==> config.mk <==
export PLATFORM = sky130hd
export DESIGN_NAME = simon_round_engine
export DESIGN_NICKNAME = d
export VERILOG_FILES = /design/src/rtl/simon_round_engine.sv
export SDC_FILE = /design/constraint.sdc
export NUM_CORES = 1
export LEC_CHECK = 0
export ABC_AREA = 1
export CORE_AREA = 2 2 208 210
export DETAILED_ROUTE_END_ITERATION = 6
export DIE_AREA = 0 0 210 212
export SYNTH_ARGS = -nofsm -noshare
export SYNTH_HDL_FRONTEND = slang
export SYNTH_SLANG_ARGS = --single-unit
==> constraint.sdc <==
create_clock -name clk -period 21.3 [get_ports clk]
set_input_delay 3.195 -clock clk [delete_from_list [all_inputs] [get_ports clk]]
set_output_delay 3.195 -clock clk [all_outputs]
set_load 0.01 [all_outputs]
==> src/rtl/simon_round_engine.sv <==
// Simon128/256 encryption round engine: fetches NUM_ROUNDS subkeys from an external
// key memory and applies one round per returned subkey.
module simon_round_engine #(
  parameter int NUM_ROUNDS = 72
) (
  input  logic         clk,
  input  logic         rst,
  input  logic         key_compute_start,
  input  logic         key_mem_full,
  output logic         key_rd_en,
  output logic [8:0]   key_addr,
  input  logic [63:0]  key_data,
  input  logic         key_data_vld,
  input  logic         in_valid,
  output logic         in_ready,
  input  logic [127:0] in_data,
  output logic         out_valid,
  input  logic         out_ready,
  output logic [127:0] out_data,
  output logic         keys_ready
);

  typedef enum logic [1:0] {IDLE, RUN, DONE} state_t;

  localparam logic [6:0] ROUNDS_M1 = 7'(NUM_ROUNDS - 1);

  state_t      state, state_nxt;
  logic [63:0] x, y, x_rnd;
  logic [6:0]  rd_cnt, vld_cnt;
  logic        in_xfer, out_xfer, round_vld, last_vld, abort;

  assign in_ready  = (state == IDLE) && keys_ready;
  assign out_valid = (state == DONE);
  assign key_rd_en = (state == RUN) && (rd_cnt <= ROUNDS_M1);
  assign key_addr  = {2'b00, rd_cnt};

  assign in_xfer   = in_valid && in_ready;
  assign out_xfer  = out_valid && out_ready;
  // Returns outside RUN are stale (left over from an aborted block) and are dropped.
  assign round_vld = (state == RUN) && key_data_vld;
  assign last_vld  = round_vld && (vld_cnt == ROUNDS_M1);
  assign abort     = key_compute_start && (state != IDLE);

  // One Simon round: f(x) = (rol1 & rol8) ^ rol2, pure bitwise on 64-bit words.
  assign x_rnd = y ^ (({x[62:0], x[63]} & {x[55:0], x[63:56]}) ^ {x[61:0], x[63:62]})
                   ^ key_data;

  // NOTE: sequential state uses non-blocking assignments so every register samples
  // the pre-edge values of the others, independent of statement order.
  always_ff @(posedge clk or posedge rst) begin
    if (rst) begin
      state <= IDLE;
    end else begin
      state <= state_nxt;
    end
  end

  // NOTE: the default assignment first guarantees every path drives state_nxt,
  // so no latch is inferred.
  always_comb begin
    state_nxt = state;
    unique case (state)
      IDLE: if (in_xfer) state_nxt = RUN;
      RUN: begin
        if (abort)         state_nxt = IDLE;
        else if (last_vld) state_nxt = DONE;
      end
      DONE: begin
        if (abort)         state_nxt = IDLE;
        else if (out_xfer) state_nxt = IDLE;
      end
      default: state_nxt = IDLE;
    endcase
  end

  // Clear beats set so a restarted key schedule never leaves stale keys marked usable.
  always_ff @(posedge clk or posedge rst) begin
    if (rst) begin
      keys_ready <= 1'b0;
    end else if (key_compute_start) begin
      keys_ready <= 1'b0;
    end else if (key_mem_full) begin
      keys_ready <= 1'b1;
    end
  end

  always_ff @(posedge clk or posedge rst) begin
    if (rst) begin
      x        <= '0;
      y        <= '0;
      rd_cnt   <= '0;
      vld_cnt  <= '0;
      out_data <= '0;
    end else if (in_xfer) begin
      x       <= in_data[127:64];
      y       <= in_data[63:0];
      rd_cnt  <= '0;
      vld_cnt <= '0;
    end else if (abort) begin
      rd_cnt  <= '0;
      vld_cnt <= '0;
    end else if (state == RUN) begin
      if (key_rd_en) rd_cnt <= rd_cnt + 7'd1;
      if (round_vld) begin
        x       <= x_rnd;
        y       <= x;
        vld_cnt <= vld_cnt + 7'd1;
        if (last_vld) out_data <= {x_rnd, x};
      end
    end
  end

endmodule

### Word-level counts from Yosys, hierarchy flattened

Cells that the tools add are included.

* muxes and demuxes: 24
* magnitude comparators: 1
* bitwise operators: 6
* equality and inequality tests: 7
* reductions and logical operators: 20
* add/sub/neg operators: 2

Operators with widths (count)
* $mux W64: 8
* $xor A64 B64 Y64: 3
* $and A64 B64 Y64: 1
* $mux W7: 8
* $add A7 B1 Y7 const B: 2
* $mux W2: 5
* $reduce_bool A3 Y1: 3
* $reduce_bool A2 Y1: 4
* $eq A7 B7 Y1 const B: 1
* $le A7 B7 Y1 const B: 1
* $logic_and A1 B1 Y1: 7
* $pmux W2 S3: 1
* $reduce_and A3 Y1: 2
* $reduce_and A5 Y1: 1
* $ne A2 B2 Y1 const B: 2
* $reduce_and A2 Y1: 2
* $ne A3 B1 Y1 const B: 1
* $ne A3 B3 Y1 const B: 1
* $eq A2 B1 Y1 const B: 1
* $eq A2 B2 Y1 const B: 1
* $logic_not A2 Y1: 1
* $mux W1: 2
* $not A1 Y1: 2

* word-level logic and storage cells: 67
* output and inout port bits: 141
* bits of input ports: 199
* register bits: 273

### Depth between registers and ports, before layout

Gate-level depths: netlist (run 1).

* depth in word-level cells: 8
* gate-level depth with buffers: 10
* depth with buffers taken out: 9

### Worst setup path before layout (run 1)

No wires, ideal clock.

* path type: register to output
* start point: register rd_cnt[0]
* end point: output port key_rd_en
* path buffers: 0
* stages on the path, launching flop included: 8
* path slack: 16.834 ns
* arrival time: 1.271 ns
* cell sequence: dfrtp_1 -> ha_1 -> inv_1 -> nand4_1 -> nand2_1 -> nand2_1 -> nand2_1 -> inv_1

* cells in the longest elaborated chain, start to end: 2

Ends and longest elaborated chain
* start: declaration: RTL line 29 `logic [6:0] rd_cnt, vld_cnt;`
* start signal: assignment: RTL line 103 `if (key_rd_en) rd_cnt <= rd_cnt + 7'd1;`
* $le A7 B7 Y1: RTL line 34 `assign key_rd_en = (state == RUN) && (rd_cnt <= ROUNDS_M1);`
* $logic_and A1 B1 Y1: RTL line 34
* end: declaration: RTL line 10 `output logic key_rd_en,`

No other way between the ends.

### Worst setup path after layout (run 1)

* start point: input port key_compute_start
* end point: register y[41]

* cells in the longest elaborated chain, start to end: 3

Ends and longest elaborated chain
* start: declaration: RTL line 8 `input logic key_compute_start,`
* $logic_and A1 B1 Y1: RTL line 42 `assign abort = key_compute_start && (state != IDLE);`
* $ne A2 B2 Y1 (no source line)
* $reduce_and A3 Y1 (no source line)
* end signal: assignment: RTL line 96 `y <= in_data[63:0];`
* end: declaration: RTL line 28 `logic [63:0] x, y, x_rnd;`

No other way between the ends.
A chain may end at the register's enable or synchronous reset.

==> results of run 1 <==
==> layout make-up <==
cell class	instances	share of cell area
clock buffer	43	0.0473
clock inverter	14	0.00572
multi-input combinational	1253	0.314
timing repair buffer	344	0.178
sequential	273	0.355
tap	546	0.0355
inverter	330	0.0652
==> registers in the layout, indices dropped and copies added (netlist names) <==
name,flops
vld_cnt,7
out_data,128
state,2
x,64
keys_ready,1
y,64
rd_cnt,7
==> worst min-delay path by stage <==
stage,startpoint,endpoint,cells past startpoint
finish,out_data[68]$_DFFE_PP0P_,out_data[68]$_DFFE_PP0P_,2
global route,out_data[84]$_DFFE_PP0P_,out_data[84]$_DFFE_PP0P_,2
CTS,out_data[65]$_DFFE_PP0P_,out_data[65]$_DFFE_PP0P_,2
detailed placement,out_data[114]$_DFFE_PP0P_,out_data[114]$_DFFE_PP0P_,2
global placement,out_data[63]$_DFFE_PP0P_,out_data[63]$_DFFE_PP0P_,2
floorplan,vld_cnt[2]$_DFFE_PP0P_,vld_cnt[2]$_DFFE_PP0P_,1
==> power breakdown <==
part	switching (W)	internal [W]
clock	0.000228	0.000310
sequential	0.000160	0.000640
combinational	0.000470	0.000307
==> metrics by stage <==
step / utilization / instance area (um2)
2_1_floorplan: - / 14600
3_3_place_gp: 0.429 / 18200
3_5_place_dp: 0.429 / 18200
4_1_cts: 0.453 / 19300
5_1_grt: 0.453 / 19300
6_report: 0.453 / 19300
==> synthesized netlist by cell type, types with 2 or more instances <==
master	instances
nand2_1	861
inv_1	324
dfrtp_1	273
o21ai_0	85
xor2_1	77
o211ai_1	64
xnor2_1	52
o21ai_2	29
buf_6	25
buf_2	23
nand3_1	20
nor2_1	16
o21ai_1	16
clkbuf_1	15
nor3_1	8
buf_4	7
nand2_4	5
nand4_1	5
inv_2	4
a21oi_1	3
ha_1	2
nand3_4	2
==> routing by layer <==
layer  track usage  vias up  wire, um
met3        0.0331       63      2770
met5             0        -         0
met1         0.284     6081     20700
met2         0.346      407     21700
met4        0.0501        0      1130
li1              -     6386         -
==> logic make-up after synthesis <==
logic type / after synthesis / synth area share
flops: 273 / 0.468
compound gates: 199 / 0.0870
fa+ha+maj: 2 / 0.00171
other cells: 1 / 0.000257
buf+inv: 400 / 0.120
xor+xnor: 129 / 0.0773
simple gates: 921 / 0.247
==> worst max-delay path, delay by kind of cell <==
family | cells | cell delay [ps]
buffers and inverters | 4 | 2040
AND/OR/NAND/NOR | 2 | 810
AO/OA/AOI/OAI | 1 | 90
==> flow_metrics.py, run 1 <==
metrics = {
    "critical_path": {
        "ff2ff_path_depth": 6,
        "required_ps": 21710,
        "reg2reg_slack_ps": 18060,
        "path_cells": "clkdlybuf4s50_1 > inv_1 > nand3_4 > clkinv_2 > buf_4 > nand2_1 > o211ai_1",
        "cp-end-kind": "flop",
        "arrival_ps": 6200,
        "cp-startpoint": "key_compute_start",
        "crit_type": "primary input to flop",
        "path_max_fanout": 54,
        "cp_slowest_stage_delay_ps": 810,
        "crit_end": "y[41]$_DFFE_PP0P_",
        "cp_slowest_cell": "clkinv_2",
        "cp-start-kind": "primary input",
        "rr_endpoint": "y[41]$_DFFE_PP0P_",
        "r2r_start": "state[1]$_DFFE_PP0P_",
    },
    "final_layout": {
        "fillers": 4156,
        "area_delta_synth_final_pct": 31.7,
        "nets": 2434,
        "drive_above_1_share": 0.0479,
        "regArea_um2": 6830,
        "stdcell_count": 2803,
        "final_common_cell": "nand2_1",
        "mostFrequentLayoutCells": "nand2_1 (861), clkdlybuf4s50_1 (337), inv_1 (323)",
        "multi_input_area_um2": 6040,
        "antenna_cells": 0,
    },
    "timing": {
        "period_minus_slack_ps": 5800,
        "slew-limit-headroom": 0.190,
        "fin_skew_ps": 14.3,
        "worstMarginPinSlew_ps": 1210,
        "drv_slew": 0,
        "hold_viol_final": 0,
        "rsz0062_at_grt": "no",
        "timing.fmax_mhz": 173,
        "hold_ws_ps": 479,
        "finalSetupViolations": 0,
        "tns_ps": 0,
        "setup_ws_ps": 15500,
        "finalCritPeriodShare": 0.272,
    },
    "floorplanning": {
        "floorplan.initialDensity": 0.344,
        "core_um2": 42500,
        "io_pins": 340,
        "chipHeight_um": 212,
        "rows": 76,
        "die_w_um": 210,
        "dieArea_um2": 44500,
    },
    "clock_tree": {
        "clockRootBuffer": "clkbuf_16",
        "cts_hold_buf": 0,
        "cts_setup_buffers": 0,
        "cts.clk_slew.worst_paths_ps": 60,
        "cts_buffer_depth": 3,
        "numCtsBuffers": 31,
        "cts.htree.levels": 1,
        "clock_latency_ps": 580,
        "cts_resized": 0,
        "clock_sinks": 273,
        "cts_tree": "done",
    },
    "synth": {
        "netlist.area_leader.share": 0.468,
        "ys_seq_area_frac": 0.468,
        "synth_top_area_cell": "dfrtp_1",
        "yosys_warnings": 0,
        "synth-seq-cells": 273,
        "synthCells": 1925,
        "synthesis.area_um2": 14600,
        "synthFlopType": "dfrtp_1",
        "synth.avg_cell_area_um2": 7.59,
        "synth_edf_count": 0,
        "async_flop_share": 1.00,
        "yosys-top-cells-area": "dfrtp_1 (47%), nand2_1 (22%), inv_1 (8.3%)",
        "ys_types": 31,
    },
    "routing": {
        "drt-initial-drc-count": 906,
        "drt.antenna.violating_nets": 0,
        "dr.pass1.iters": 5,
        "finalWirelength_um": 46300,
        "num_vias": 12937,
        "routedWlPerCell_um": 16.5,
        "drc": 0,
        "viasPerCell": 4.62,
    },
    "power": {
        "ir_drop_v": 0.0000564,
        "power_leakage_nw": 9.68,
        "power_density_nw_per_um2": 110,
        "p_total_w": 0.00211,
    },
    "grt": {
        "grt_use_total": 0.208,
        "antenna_found_initial": 0,
        "grt_pass1_wl_um": 72800,
        "overflow": 0,
        "grt_max_degree": 127,
        "grt_pass1_vias": 13196,
    },
    "outcome": {
        "status": "finished, final reports clean",
    },
    "placed_design": {
        "dpl.hpwl_um": 31900,
        "numPortBuffers": 337,
        "place_congestion": 0.894,
        "post-place-ws_ps": 14930,
        "dp.cells": 2746,
    },
    "flow_run": {
        "drv_cap": 0,
    },
    "min_path": {
        "hold_class": "flop to flop",
    },
}
Note: power is estimated with default switching activity, not from simulation.
==> run 2, diff against run 1 <==
- clock period: 21.3 -> 4.7 ns (I/O delays scaled with it)
==> flow_metrics.py, run 2 (synthesis results as in run 1) <==
metrics = {
    "timing": {
        "slew-limit-headroom": 0.384,
        "drv_slew": 0,
        "fin_skew_ps": 13.8,
        "period_minus_slack_ps": 3170,
        "timing.fmax_mhz": 315,
        "hold_ws_ps": 479,
        "tns_ps": 0,
        "finalCritPeriodShare": 0.675,
        "finalSetupViolations": 0,
        "hold_viol_final": 0,
        "rsz0062_at_grt": "no",
        "worstMarginPinSlew_ps": 924,
    },
    "final_layout": {
        "fillers": 4207,
        "nets": 2441,
        "stdcell_count": 2807,
        "drive_above_1_share": 0.0491,
        "regArea_um2": 6830,
        "final_common_cell": "nand2_1",
        "area_delta_synth_final_pct": 32.6,
        "regMostFlops": "out_data",
        "largest_register_ffs": 128,
        "largestRegisters": "out_data: 128 flops, x: 64 flops, y: 64 flops",
        "multi_input_area_um2": 6040,
        "mostFrequentLayoutCells": "nand2_1 (861), clkdlybuf4s50_1 (337), inv_1 (323)",
        "fin_util": 0.456,
        "antenna_cells": 0,
    },
    "critical_path": {
        "ff2ff_path_depth": 7,
        "cp_slowest_stage_delay_ps": 540,
        "cpMostUsedCell": "nand2_1",
        "required_ps": 3990,
        "crit_type": "flop to output pin",
        "path_max_fanout": 9,
        "path_cells": "ha_1 > inv_1 > nand4_1 > nand2_1 > nand2_1 > nand2_1 > inv_1 > clkdlybuf4s50_1",
        "arrival_ps": 2470,
        "cp-start-kind": "flop",
        "cp_slowest_cell": "clkdlybuf4s50_1",
        "cp-end-kind": "output pin",
    },
    "routing": {
        "drt.antenna.violating_nets": 0,
        "drc": 0,
        "dr.pass1.iters": 5,
        "finalWirelength_um": 46500,
        "viasPerCell": 4.61,
        "num_vias": 12932,
        "drt-initial-drc-count": 760,
        "routedWlPerCell_um": 16.6,
    },
    "clock_tree": {
        "cts_buffer_depth": 3,
        "clock_sinks": 273,
        "clockRootBuffer": "clkbuf_16",
        "cts_tree": "done",
        "clock_latency_ps": 570,
        "numCtsBuffers": 31,
        "cts.htree.levels": 1,
        "cts_setup_buffers": 0,
        "cts_resized": 0,
        "cts_hold_buf": 0,
        "cts.clk_slew.worst_paths_ps": 60,
    },
    "grt": {
        "grt_max_degree": 98,
        "grt_use_total": 0.209,
        "use_met3": 0.0313,
        "grt_pass1_wl_um": 73200,
        "grt_pass1_vias": 13094,
        "busiest_layer": "met2",
        "grt_use_met1": 0.284,
        "overflow": 0,
        "use_met2": 0.346,
        "antenna_found_initial": 1,
    },
    "flow_run": {
        "drv_cap": 0,
    },
    "floorplanning": {
        "die_w_um": 210,
        "io_pins": 340,
        "chipHeight_um": 212,
        "core_um2": 42500,
        "dieArea_um2": 44500,
        "floorplan.initialDensity": 0.344,
        "rows": 76,
    },
    "min_path": {
        "hold_class": "flop to flop",
        "holdPathStages": 2,
    },
    "power": {
        "power_leakage_nw": 9.73,
        "power_density_nw_per_um2": 496,
        "ir_drop_v": 0.000274,
    },
    "placed_design": {
        "dp.cells": 2753,
        "dpl.hpwl_um": 32900,
        "place_congestion": 0.904,
        "numPortBuffers": 337,
    },
    "outcome": {
        "status": "finished, final reports clean",
    },
}
## run 2: worst paths after layout
path	startpoint	end	slack [ps]
min in group asynchronous	rst	out_data[32]$_DFFE_PP0P_	670
worst min register to register	out_data[83]$_DFFE_PP0P_	out_data[83]$_DFFE_PP0P_	480
max in group asynchronous	rst	y[8]$_DFFE_PP0P_	2990
worst min-delay path	out_data[83]$_DFFE_PP0P_	out_data[83]$_DFFE_PP0P_	480
worst max register to register	state[1]$_DFFE_PP0P_	x[16]$_DFFE_PP0P_	2040
worst max-delay path	rd_cnt[0]$_DFFE_PP0P_	key_rd_en	1530
## run 2: layout make-up
class	count	share of cell area
inverters	330	0.0646
clock inverters	6	0.00284
clock buffers	48	0.0500
repair buffers	351	0.183
multi-input cells	1253	0.311
well taps	546	0.0353
flip-flops and latches	273	0.353
## run 2: worst max-delay path, delay by kind of cell, from the launching register on
kind | cells | cell delay (ps)
fa+ha+maj | 1 | 260
buf+inv | 3 | 700
simple gates | 4 | 450
flops | 1 | 500
## run 2: layer usage
metal / wire length, um / vias to the layer above
met1: 20800 / 6067
met4: 1160 / 2
met5: 16 / -
met3: 2820 / 76
met2: 21700 / 406
li1: - / 6381
## run 2: report_power, final
group	switching [W]	internal [W]	leakage, nW
clock network	0.000984	0.00145	0.514
logic	0.00215	0.00140	5.61
registers	0.000734	0.00290	3.61
total	0.00387	0.00576	9.73
## run 2: through the flow
stage / setup slack, ps / cell area (um2) / total power, W
global placement: 1300 / 18400 / 0.00711
floorplan: 386 / 14600 / 0.00607
global route: 1330 / 19400 / 0.0104
detailed placement: 1220 / 18400 / 0.00722
CTS: 1500 / 19400 / 0.00971
finish: 1530 / 19400 / 0.00962
==> run 3, diff against run 2 <==
- clock period: 4.7 -> 3 ns (I/O delays scaled with it)
==> flow_metrics.py, run 3 (synthesis results as in run 1) <==
metrics = {
    "clock_tree": {
        "cts_hold_buf": 0,
        "cts_tree": "done",
        "clockRootBuffer": "clkbuf_16",
        "clock_sinks": 273,
        "clock_latency_ps": 570,
        "cts_buffer_depth": 3,
        "numCtsBuffers": 31,
        "cts.htree.levels": 1,
        "cts_setup_buffers": 0,
        "cts.clk_slew.worst_paths_ps": 60,
    },
    "timing": {
        "fin_skew_ps": 10.4,
        "drv_slew": 0,
        "slew-limit-headroom": 0.591,
        "worstMarginPinSlew_ps": 613,
        "finalSetupViolations": 0,
        "period_minus_slack_ps": 2780,
        "finalCritPeriodShare": 0.925,
        "hold_ws_ps": 273,
        "tns_ps": 0,
        "timing.fmax_mhz": 360,
        "hold_viol_final": 0,
        "rsz0062_at_grt": "no",
    },
    "final_layout": {
        "mostFrequentLayoutCells": "nand2_1 (860), clkdlybuf4s50_1 (337), inv_1 (323)",
        "fin_util": 0.460,
        "largestRegisters": "out_data: 128 flops, x: 64 flops, y: 64 flops",
        "postLayoutCellArea_um2": 19500,
        "drive_above_1_share": 0.0520,
        "final_common_cell": "nand2_1",
        "nets": 2450,
        "largest_register_ffs": 128,
        "regMostFlops": "out_data",
        "area_delta_synth_final_pct": 33.7,
        "stdcell_count": 2816,
    },
    "critical_path": {
        "cp-start-kind": "flop",
        "cp_slowest_cell": "clkdlybuf4s50_1",
        "crit_type": "flop to output pin",
        "cpLargestDelayFamily": "buffers and inverters",
        "path_cells": "ha_1 > inv_1 > nand4_1 > nand2_1 > nand2_1 > nand2_2 > inv_1 > clkdlybuf4s50_1",
        "cp_slowest_stage_delay_ps": 480,
        "cp-end-kind": "output pin",
        "arrival_ps": 2330,
        "required_ps": 2550,
        "path_buf_inv": 3,
        "path_max_fanout": 9,
    },
    "floorplanning": {
        "io_pins": 340,
        "chipHeight_um": 212,
        "rows": 76,
        "die_w_um": 210,
        "floorplan.initialDensity": 0.344,
        "core_um2": 42500,
        "dieArea_um2": 44500,
    },
    "routing": {
        "finalWirelength_um": 46100,
        "drt-initial-drc-count": 745,
        "drt.antenna.violating_nets": 0,
        "num_vias": 12985,
        "drc": 0,
        "viasPerCell": 4.61,
        "dr.pass1.iters": 6,
        "routedWlPerCell_um": 16.4,
    },
    "grt": {
        "overflow": 0,
        "antenna_found_initial": 2,
        "grt_max_degree": 99,
        "grt_use_total": 0.206,
        "grt_pass1_wl_um": 72500,
        "grt_pass1_vias": 13170,
    },
    "power": {
        "ir_drop_v": 0.000417,
        "power_leakage_nw": 9.79,
        "power_density_nw_per_um2": 774,
    },
    "min_path": {
        "hold_class": "primary input to async pin",
    },
    "flow_run": {
        "drv_cap": 0,
    },
    "placed_design": {
        "dpl.hpwl_um": 32600,
        "dpl_cell_area_um2": 18500,
        "numPortBuffers": 337,
        "place_congestion": 0.867,
        "dp.cells": 2762,
    },
    "outcome": {
        "status": "finished, final reports clean",
    },
}
[run 3: repair_timing]
item	in CTS	in global routing
hold endpoints to repair	0	0
gates resized for setup	0	2
endpoints found under the setup margin	0	1
[run 3: final cells by class]
type / instances / area [um2]
fill: 4161 / 23000
multi-input combinational: 1253 / 6040
timing repair buffer: 360 / 3700
antenna: 1 / 2.50
clock buffer: 49 / 953
tap: 546 / 683
sequential: 273 / 6830
inverter: 330 / 1250
clock inverter: 4 / 76.3
[run 3: power breakdown]
part | total [W] | switching (W) | internal, W | leakage [nW]
clock network | 0.00387 | 0.00154 | 0.00232 | 0.508
registers | 0.00569 | 0.00114 | 0.00454 | 3.61
logic | 0.00555 | 0.00331 | 0.00224 | 5.68
[run 3: metrics by stage]
step | total power (W) | setup slack (ps)
after CTS | 0.0152 | 59.5
after global routing | 0.0163 | 81.5
after floorplan | 0.00950 | -1060
after global placement | 0.0111 | 620
final | 0.0151 | 224
after detailed placement | 0.0113 | 545
[run 3: path summary, 6_finish.rpt]
kind,start,slack [ps],to,cells past startpoint
worst max register to register,state[0]$_DFFE_PP0P_,960,state[1]$_DFFE_PP0P_,7
worst min register to register,out_data[121]$_DFFE_PP0P_,480,out_data[121]$_DFFE_PP0P_,2
worst max-delay path,rd_cnt[0]$_DFFE_PP0P_,220,key_rd_en,8
min in group clk,in_data[30],470,y[30]$_DFFE_PP0P_,3
worst min-delay path,rst,270,out_data[98]$_DFFE_PP0P_,2
max in group asynchronous,rst,1850,rd_cnt[0]$_DFFE_PP0P_,3
[run 3: layer usage]
layer	track usage	wire [um]	share of wire	vias to the layer above
met1	0.276	20700	0.45	6178
met5	0	0	0	-
li1	-	-	-	6395
met4	0.0594	1100	0.024	0
met2	0.349	21700	0.47	349
met3	0.0290	2530	0.055	63
